File: src/rtl/dfi_log_writer_if.sv
// Event/memory/pointer bundle between the DFI log writer and its environment.
// The master modport is the writer side; slave is the tap/memory/checker side.
interface dfi_log_writer_if #(
  parameter int N_ADDR_WIDTH  = 32,
  parameter int N_DATA_WIDTH  = 32,
  parameter int N_LOGID_WIDTH = 8
);
  logic                     evt_valid;
  logic                     evt_ready;
  logic [N_LOGID_WIDTH-1:0] evt_id;
  logic [N_DATA_WIDTH-1:0]  evt_data;
  logic [N_ADDR_WIDTH-1:0]  rd_ptr;
  logic                     wr_req;
  logic [N_ADDR_WIDTH-1:0]  wr_addr;
  logic [63:0]              wr_data;
  logic                     wr_done;
  logic                     trigger;
  logic [N_ADDR_WIDTH-1:0]  log_addrptr;
  logic                     table_full;

  modport master (
    input  evt_valid, evt_id, evt_data, rd_ptr, wr_done,
    output evt_ready, wr_req, wr_addr, wr_data, trigger, log_addrptr, table_full
  );

  modport slave (
    output evt_valid, evt_id, evt_data, rd_ptr, wr_done,
    input  evt_ready, wr_req, wr_addr, wr_data, trigger, log_addrptr, table_full
  );
endinterface

File: src/rtl/dfi_log_writer.sv
// Buffers store events and writes them as 8-byte entries into a circular log table,
// publishing the write pointer after each write. Optional macro: DFI_LOG_TIMESTAMP_EN.
module dfi_log_writer #(
  parameter int                      N_ADDR_WIDTH      = 32,
  parameter int                      N_DATA_WIDTH      = 32,
  parameter int                      N_LOGID_WIDTH     = 8,
  parameter logic [N_ADDR_WIDTH-1:0] LOGTABLE_ADDRINIT = 32'h1FEFFC00,
  parameter logic [N_ADDR_WIDTH-1:0] LOGTABLE_RANGE    = 32'h00000400,
  parameter int                      FIFO_DEPTH        = 4
) (
  input logic              clk,
  input logic              rst,
  dfi_log_writer_if.master bus
);

  localparam int PTR_W   = $clog2(FIFO_DEPTH);
  localparam int CNT_W   = PTR_W + 1;
  localparam int ENTRY_W = N_LOGID_WIDTH + N_DATA_WIDTH;
  localparam int PAD_W   = 64 - ENTRY_W;

  typedef logic [N_ADDR_WIDTH-1:0] addr_t;
  localparam addr_t LAST_ENTRY = LOGTABLE_ADDRINIT + LOGTABLE_RANGE - addr_t'(8);

  typedef enum logic [1:0] {IDLE, WRITE, PUBLISH} state_t;
  state_t state, state_next;

  logic [ENTRY_W-1:0] fifo_mem [FIFO_DEPTH];
  logic [PTR_W-1:0]   wr_idx, rd_idx;
  logic [CNT_W-1:0]   count;
  logic               push, pop, load;
  logic [PAD_W-1:0]   head_pad;

  addr_t       wr_ptr, next_ptr, wr_addr_q, log_addrptr_q;
  logic        wr_req_q, trigger_q;
  logic [63:0] wr_data_q;

  assign bus.evt_ready = (count < CNT_W'(FIFO_DEPTH));
  assign push          = bus.evt_valid & bus.evt_ready;

  assign next_ptr       = (wr_ptr >= LAST_ENTRY) ? LOGTABLE_ADDRINIT : wr_ptr + addr_t'(8);
  assign bus.table_full = (next_ptr == bus.rd_ptr);

  assign bus.wr_req      = wr_req_q;
  assign bus.wr_addr     = wr_addr_q;
  assign bus.wr_data     = wr_data_q;
  assign bus.trigger     = trigger_q;
  assign bus.log_addrptr = log_addrptr_q;

`ifdef DFI_LOG_TIMESTAMP_EN
  // Free-running cycle stamp, captured alongside each event at push time.
  logic [PAD_W-1:0] ts_cnt;
  logic [PAD_W-1:0] fifo_ts [FIFO_DEPTH];

  always_ff @(posedge clk or posedge rst) begin
    if (rst) ts_cnt <= '0;
    else     ts_cnt <= ts_cnt + PAD_W'(1);
  end

  always_ff @(posedge clk) begin
    if (push) fifo_ts[wr_idx] <= ts_cnt;
  end

  assign head_pad = fifo_ts[rd_idx];
`else
  assign head_pad = '0;
`endif

  always_ff @(posedge clk) begin
    if (push) fifo_mem[wr_idx] <= {bus.evt_id, bus.evt_data};
  end

  always_ff @(posedge clk or posedge rst) begin
    if (rst) begin
      wr_idx <= '0;
      rd_idx <= '0;
      count  <= '0;
    end else begin
      if (push) wr_idx <= wr_idx + PTR_W'(1);
      if (pop)  rd_idx <= rd_idx + PTR_W'(1);
      case ({push, pop})
        2'b10:   count <= count + CNT_W'(1);
        2'b01:   count <= count - CNT_W'(1);
        default: ;
      endcase
    end
  end

  always_ff @(posedge clk or posedge rst) begin
    if (rst) state <= IDLE;
    else     state <= state_next;
  end

  always_comb begin
    state_next = state;
    load       = 1'b0;
    pop        = 1'b0;
    case (state)
      IDLE: begin
        if ((count != '0) && !bus.table_full) begin
          load       = 1'b1;
          state_next = WRITE;
        end
      end
      WRITE: begin
        if (bus.wr_done) begin
          pop        = 1'b1;
          state_next = PUBLISH;
        end
      end
      PUBLISH: state_next = IDLE;
      default: state_next = IDLE;
    endcase
  end

  // Request fields are latched at the IDLE decision and frozen until the write completes.
  always_ff @(posedge clk or posedge rst) begin
    if (rst) begin
      wr_ptr        <= LOGTABLE_ADDRINIT;
      log_addrptr_q <= LOGTABLE_ADDRINIT;
      wr_req_q      <= 1'b0;
      wr_addr_q     <= '0;
      wr_data_q     <= '0;
      trigger_q     <= 1'b0;
    end else begin
      trigger_q <= 1'b0;
      if (load) begin
        wr_req_q  <= 1'b1;
        wr_addr_q <= wr_ptr;
        wr_data_q <= {head_pad, fifo_mem[rd_idx]};
      end
      if (pop) begin
        wr_req_q      <= 1'b0;
        wr_ptr        <= next_ptr;
        log_addrptr_q <= next_ptr;
        trigger_q     <= 1'b1;
      end
    end
  end

endmodule

File: src/flat_wrapper.sv
// flat-port wrapper written by rule: the top's interface ports become plain ports
module dfi_log_writer_flat 
#(
  parameter int                      N_ADDR_WIDTH      = 32,
  parameter int                      N_DATA_WIDTH      = 32,
  parameter int                      N_LOGID_WIDTH     = 8,
  parameter logic [N_ADDR_WIDTH-1:0] LOGTABLE_ADDRINIT = 32'h1FEFFC00,
  parameter logic [N_ADDR_WIDTH-1:0] LOGTABLE_RANGE    = 32'h00000400,
  parameter int                      FIFO_DEPTH        = 4
)
  (clk, rst, bus_evt_valid, bus_evt_id, bus_evt_data, bus_rd_ptr, bus_wr_done, bus_evt_ready, bus_wr_req, bus_wr_addr, bus_wr_data, bus_trigger, bus_log_addrptr, bus_table_full);
  dfi_log_writer_if #(.N_ADDR_WIDTH(N_ADDR_WIDTH), .N_DATA_WIDTH(N_DATA_WIDTH), .N_LOGID_WIDTH(N_LOGID_WIDTH)) bus_i ();
  input logic clk;
  input logic rst;
  input wire logic [$bits(bus_i.evt_valid)-1:0] bus_evt_valid;
  input wire logic [$bits(bus_i.evt_id)-1:0] bus_evt_id;
  input wire logic [$bits(bus_i.evt_data)-1:0] bus_evt_data;
  input wire logic [$bits(bus_i.rd_ptr)-1:0] bus_rd_ptr;
  input wire logic [$bits(bus_i.wr_done)-1:0] bus_wr_done;
  output wire logic [$bits(bus_i.evt_ready)-1:0] bus_evt_ready;
  output wire logic [$bits(bus_i.wr_req)-1:0] bus_wr_req;
  output wire logic [$bits(bus_i.wr_addr)-1:0] bus_wr_addr;
  output wire logic [$bits(bus_i.wr_data)-1:0] bus_wr_data;
  output wire logic [$bits(bus_i.trigger)-1:0] bus_trigger;
  output wire logic [$bits(bus_i.log_addrptr)-1:0] bus_log_addrptr;
  output wire logic [$bits(bus_i.table_full)-1:0] bus_table_full;
  assign bus_i.evt_valid = bus_evt_valid;
  assign bus_i.evt_id = bus_evt_id;
  assign bus_i.evt_data = bus_evt_data;
  assign bus_i.rd_ptr = bus_rd_ptr;
  assign bus_i.wr_done = bus_wr_done;
  assign bus_evt_ready = bus_i.evt_ready;
  assign bus_wr_req = bus_i.wr_req;
  assign bus_wr_addr = bus_i.wr_addr;
  assign bus_wr_data = bus_i.wr_data;
  assign bus_trigger = bus_i.trigger;
  assign bus_log_addrptr = bus_i.log_addrptr;
  assign bus_table_full = bus_i.table_full;
  dfi_log_writer #(.N_ADDR_WIDTH(N_ADDR_WIDTH), .N_DATA_WIDTH(N_DATA_WIDTH), .N_LOGID_WIDTH(N_LOGID_WIDTH), .LOGTABLE_ADDRINIT(LOGTABLE_ADDRINIT), .LOGTABLE_RANGE(LOGTABLE_RANGE), .FIFO_DEPTH(FIFO_DEPTH)) u_core (.clk(clk), .rst(rst), .bus(bus_i));
endmodule
File: config.mk
export PLATFORM = sky130hd
export DESIGN_NAME = dfi_log_writer_flat
export DESIGN_NICKNAME = d
export VERILOG_FILES = /design/src/rtl/dfi_log_writer_if.sv /design/src/rtl/dfi_log_writer.sv /design/src/flat_wrapper.sv
export SDC_FILE = /design/constraint.sdc
export NUM_CORES = 1
export LEC_CHECK = 0
export BUFFER_PORTS_ARGS = -buffer_cell sky130_fd_sc_hd__clkbuf_2
export CAP_MARGIN = 5
export CORE_MARGIN = 1
export CORE_UTILIZATION = 56
export DETAILED_ROUTE_END_ITERATION = 16
export GPL_TIMING_DRIVEN = 0
export PLACE_DENSITY_LB_ADDON = 0.15
export SYNTH_ARGS = -nofsm -noshare
export SYNTH_HDL_FRONTEND = slang
export SYNTH_SLANG_ARGS = --single-unit
export TNS_END_PERCENT = 100
File: constraint.sdc
create_clock -name clk -period 4.5 [get_ports clk]
set_input_delay 0.9 -clock clk [delete_from_list [all_inputs] [get_ports clk]]
set_output_delay 0.9 -clock clk [all_outputs]
set_load 0.02 [all_outputs]
* After elaboration in Yosys (flattened, before gate mapping)
Memories as Yosys holds them, arrays and structs flattened. A register that Yosys moved wholly into a read port is not among the register bits. Index checks and enable logic that the tools add are counted.
Word-level totals: bits in registers 75, memory bits (writable) 160, input bits 76, output and inout port bits 132, memories kept 1
Memories:
- u_core.fifo_mem | words 4, bits a word 40, read ports 1, clocked after memory_dff 1, write ports 1, line dfi_log_writer.sv:27 | logic [ENTRY_W-1:0] fifo_mem [FIFO_DEPTH];
Cells by class: add/subtract/negate cells 5, order comparisons 2, equal/unequal tests 6, multiplexer cells 14, bitwise gates (word level) 1, reduce and logical (&&, ||, !) cells 7
Operators by type and width (count):
- adder 32 x 4 -> 32 bit (second input constant) | 1
- == test 32 bit | 1
- >= comparator 32 x 29 -> 1 bit (second input constant) | 1
- 2-to-1 mux 32 bit | 1
- 2-to-1 mux 1 bit | 9
- case mux 3 bit (2 select lines) | 1
- adder 2 x 1 -> 2 bit (second input constant) | 2
- == test 2 x 1 -> 1 bit (second input constant) | 2
- 2-to-1 mux 2 bit | 2
- case mux 2 bit (2 select lines) | 1
- nonzero test 2 bit | 2
- adder 3 x 1 -> 3 bit (second input constant) | 1
- less-than comparator 3 bit (second input constant) | 1
- nonzero test 3 bit | 1
- subtractor 3 x 1 -> 3 bit (second input constant) | 1
- == test 2 bit (second input constant) | 1
- zero test 2 bit | 1
- != test 2 x 1 -> 1 bit (second input constant) | 1
- != test 2 bit (second input constant) | 1
- AND reduction 2 bit | 1
- bitwise AND 1 bit | 1
- logical AND 1 bit | 1
- zero test 1 bit | 1

* Longest topological paths before layout
depth after elaboration 9, gate-level depth with buffers 14

* Worst setup path before layout
OpenSTA, ideal clock, no wires.
path kind register to register, start point reg u_core.wr_ptr[3], end point reg u_core.wr_addr_q[10] (netlist: u_core.bus.wr_addr[10]), setup time 125 ps, arrival 4248 ps, setup slack 127 ps, stages on the path, launching flop included 15, path buffers 3, clock period less this slack 4373 ps, cells stage by stage dfrtp_1 -> ha_1 -> nand3_1 -> or4_1 -> buf_2 -> or4_1 -> o211ai_1 -> xnor2_1 -> nand3_1 -> a211o_1 -> nor4_1 -> or4_4 -> buf_6 -> buf_6 -> mux2_4
Between the ends: cells in the longest elaborated chain, start to end 7, elaborated cells on any way between the ends 8, those cells by class 1 x add/sub; 1 x order compare; 1 x eq/ne; 3 x mux; 2 x reduce/logical
Ends and longest elaborated chain:
- start, declared | line dfi_log_writer.sv:33 | addr_t wr_ptr, next_ptr, wr_addr_q, log_addrptr_q;
- start signal, assigned | line dfi_log_writer.sv:133 | wr_ptr <= next_ptr;
- adder 32 x 4 -> 32 bit / >= comparator 32 x 29 -> 1 bit (equally long branches) | line dfi_log_writer.sv:40 | assign next_ptr = (wr_ptr >= LAST_ENTRY) ? LOGTABLE_ADDRINIT : wr_ptr + addr_t'(8);
- 2-to-1 mux 32 bit * | line dfi_log_writer.sv:40
- == test 32 bit * | line dfi_log_writer.sv:41 | assign bus.table_full = (next_ptr == bus.rd_ptr);
- via bus_table_full | line flat_wrapper.sv:26 | output wire logic [$bits(bus_i.table_full)-1:0] bus_table_full;
- zero test 1 bit * | line dfi_log_writer.sv:99 | if ((count != '0) && !bus.table_full) begin
- logical AND 1 bit * | line dfi_log_writer.sv:99
- 2-to-1 mux 1 bit * | line dfi_log_writer.sv:99
- 2-to-1 mux 1 bit * | line dfi_log_writer.sv:97 | case (state)
- end signal, assigned | line dfi_log_writer.sv:128 | wr_addr_q <= wr_ptr;
- end, declared | line dfi_log_writer.sv:33
Mark *: on every way through the listed nets, which the timed path passes. The rest lies on a longest branch. A chain may end at the register's enable or synchronous reset.

* Final worst setup path
start point reg u_core.wr_ptr[3], end point out bus_table_full
Between the ends: cells in the longest elaborated chain, start to end 3, elaborated cells on any way between the ends 4, those cells by class 1 x add/sub; 1 x order compare; 1 x eq/ne; 1 x mux
Ends and longest elaborated chain (line):
- adder 32 x 4 -> 32 bit / >= comparator 32 x 29 -> 1 bit (equally long branches) | dfi_log_writer.sv:40
- 2-to-1 mux 32 bit * | dfi_log_writer.sv:40
- == test 32 bit * | dfi_log_writer.sv:41
- end, declared | flat_wrapper.sv:26
Mark *: on every way between the ends. The rest lies on a longest branch, timed or not.

==> results.py <==
metrics = {
    "cells_and_area": {
        "n_antenna_cell": 0,
        "fin_nets": 1152,
        "fillCellCount": 1465,
        "area_growth_pct": 23.35,
        "final_core_util_pct": 70.92,
        "drive_above_1_share_pct": 43.03,
        "fin_area_sq_mm": 0.01500,
    },
    "drt": {
        "vias": 7643,
        "firstDrtPassIters": 6,
        "wire_per_inst_um": 20.07,
        "viasPerCell": 5.599,
        "antenna_left": 0,
        "drc": 0,
        "wl_um": 27400,
        "drtIter0Drc": 524,
    },
    "setup_path": {
        "r2r_cells": 14,
        "crit_slowest_cell": "or4_4",
        "cp.required_ns": 3.60,
        "max_stage_delay_ns": 0.61,
        "crit_chain": "ha_4, nand3_4, or4_4, buf_4, xnor2_1, o41ai_1, a31oi_1, or4_4, nor4_4, buf_4",
        "critPathLaunchType": "flop",
        "reg2reg_from": "u_core.wr_ptr[3]",
        "regToRegSetupSlack_ns": 0.47,
        "crit_end": "bus_table_full",
        "crit_fanout": 5,
        "cp-startpoint": "u_core.wr_ptr[3]",
        "rr_endpoint": "u_core.bus.wr_data[7]",
        "worstSetupPathType": "reg2out",
        "cp.arrival_ns": 3.64,
        "end_kind": "output port",
    },
    "synth": {
        "synth-seq-area-share_pct": 63.35,
        "ys_warn_count": 0,
        "syn_area_sq_mm": 0.01216,
        "netlist.area_leader.share_pct": 39.50,
        "ys_types": 61,
        "synthCells": 802,
        "avgSynthCellArea_sq_um": 15.17,
        "synth.most_common_cell": "edfxtp_1",
        "synthTopCellsByArea": "edfxtp_1 40%, dfrtp_1 20%, mux4_2 7.4%",
        "postSynth.asyncResetShare_pct": 41.82,
        "synth_edf_count": 160,
        "ys_ff_latch": 275,
        "synth_common_cells": "160 x edfxtp_1, 97 x dfrtp_1, 58 x mux2_4",
        "yosys.area.top_type": "edfxtp_1",
        "yosys_most_used_dff": "edfxtp_1",
    },
    "clock_tree": {
        "clock_sinks": 275,
        "htreeDepth": 1,
        "cts_tree": "yes",
        "cts_root_buf": "clkbuf_16",
        "cts_made_buffers": 27,
        "clockBufferDepth": 3,
        "path_clk_slew_ns": 0.07,
        "clk_latency_ns": 0.55,
    },
    "floorplan": {
        "die_h_um": 149.4,
        "start_util_pct": 57.50,
        "die_w_um": 149.4,
        "row_count": 53,
        "design.core.area_sq_mm": 0.02115,
        "io_pins": 208,
        "die-area_sq_mm": 0.02231,
    },
    "grt": {
        "track_usage_pct": 25.14,
        "grtUsageMet2_pct": 41.41,
        "met3_usage_pct": 5.321,
        "grt_busiest_layer": "met2",
        "grt_pass1_wl_um": 42590,
        "antenna_found_initial": 0,
        "grt_pass1_vias": 7758,
        "grt_max_degree": 66,
        "gr-usage-met1_pct": 33.18,
        "grt_overflow": 0,
    },
    "timing": {
        "slew_violations": 0,
        "finalHoldWorstSlack_ns": 0.3907,
        "finalSetupViolCount": 1,
        "fin_crit_sh_pct": 100.9,
        "rsz0062_at_grt": "yes",
        "timing.slew.headroom_pct": 41.42,
        "final_hold_viol_count": 0,
        "fmax_mhz": 220.3,
        "fin_skew_ns": 0.01396,
        "worst_slack_ns": -0.04008,
        "tns_ns": -0.04008,
        "min_period_ns": 4.540,
        "tightest_slew_ns": 0.8787,
    },
    "job": {
        "maxCapViolCount": 0,
    },
    "placed_design": {
        "placed_area_sq_mm": 0.01363,
        "io_buffers": 183,
        "dp_slack_ns": -0.6386,
        "gp_congestion": 0.9185,
        "dpl.hpwl_um": 18200,
    },
    "run_status": {
        "violations": "setup timing",
        "status": "finished with violations",
    },
    "power": {
        "powerDensity_mw_per_mm2": 588.3,
        "p_leak_uw": 0.006262,
        "ir_worst_vdd_mv": 0.5089,
    },
    "worst_hold_path": {
        "holdCritPathClass": "in2async",
    },
}
## worst min-delay path by stage
| stage | start | to | slack (ns) | cells past startpoint |
|---|---|---|---|---|
| 2_1_floorplan | u_core.count[0] | u_core.count[0] | 0.47 | 1 |
| 3_3_place_gp | u_core.bus.wr_data[38] | u_core.bus.wr_data[38] | 0.48 | 1 |
| 3_5_place_dp | u_core.bus.wr_data[39] | u_core.bus.wr_data[39] | 0.48 | 1 |
| 4_1_cts | rst | u_core.bus.wr_data[8] | 0.41 | 2 |
| 5_1_grt | rst | u_core.bus.wr_data[8] | 0.43 | 2 |
| 6_report | rst | u_core.bus.wr_data[8] | 0.39 | 2 |
## power by group
group	internal, uW	switching, uW	leakage (uW)
sequential	3220	253	0.00282
combinational	1500	1620	0.00301
clock	1260	974	0.000434
total	5970	2850	0.00626
## sequential cells by signal, indices dropped and copies added (netlist names)
| signal | count |
|---|---|
| u_core.count | 3 |
| u_core.bus.wr_data | 40 |
| u_core.bus.wr_addr | 32 |
| u_core.bus.trigger | 1 |
| u_core.rd_idx | 2 |
| u_core.state | 2 |
| u_core.fifo_mem | 160 |
| u_core.wr_idx | 2 |
| u_core.wr_ptr | 32 |
| u_core.bus.wr_req | 1 |
## critical path: cells and delay by family (launching register included)
family	cells	cell delay, ns
DFF	1	0.42
AOI/OAI and AO/OA	2	0.45
and+or+nand+nor	4	1.52
adders and majority gates	1	0.17
buffers and inverters	2	0.38
xor gates and xnor gates	1	0.15
## repair_timing
| action | in CTS | in global routing |
|---|---|---|
| pin swaps | 14 | 10 |
| resized for setup | 50 | 9 |
| hold buffers | 0 | 0 |
| endpoints found under the setup margin | 75 | 1 |
| buffers inserted | 32 | 8 |
## per-stage QoR
step / std cells / total power (uW)
after global placement: 1283 / 6454
after CTS: 1358 / 8884
final: 1365 / 8826
after floorplan: 825 / 5683
after global routing: 1365 / 9258
after detailed placement: 1288 / 6561
## layout by cell type (no fill, tap or decap), drive strengths merged, types with 18 or more instances in the layout
master | synthesis | layout
nand3 | 21 | 21
o21ai | 37 | 37
nor2 | 29 | 29
mux2 | 75 | 75
mux4 | 40 | 40
clkbuf | 30 | 240
conb | 1 | 24
xnor2 | 32 | 32
nand2 | 36 | 36
dfrtp | 97 | 97
edfxtp | 160 | 160
dfstp | 18 | 18
buf | 41 | 83
inv | 26 | 28
a21oi | 23 | 23
## routing by layer
layer  vias up  routed length [um]  part of all wire [%]
li1       3501                   -                     -
met1      3751               11070                    40
met2       324               13370                    49
met3        67                2090                   7.6
met4         0                 864                   3.2
met5         -                   0                     0
## cell type report
| class | instances | area (sq um) | share of cell area (%) |
|---|---|---|---|
| Sequential cell | 275 | 7710 | 51.39 |
| Clock buffer | 37 | 763.2 | 5.087 |
| Inverter | 26 | 102.6 | 0.6838 |
| Clock inverter | 13 | 116.4 | 0.7756 |
| Timing Repair Buffer | 228 | 1330 | 8.865 |
| Tap cell | 275 | 344.1 | 2.293 |
| Buffer | 58 | 392.9 | 2.619 |
| Multi-Input combinational cell | 453 | 4244 | 28.29 |
## kinds of logic after synthesis
logic type / count (synthesis) / synth area share (%)
flip-flops: 275 / 63.35
multiplexers: 118 / 16.39
AND/OR/NAND/NOR: 165 / 7.283
adder cells (fa/ha/maj): 7 / 0.7818
XOR/XNOR: 40 / 2.994
buffers and inverters: 97 / 4.238
other: 1 / 0.03083
AO/OA/AOI/OAI: 99 / 4.938
(Power assumes the default switching activity.)
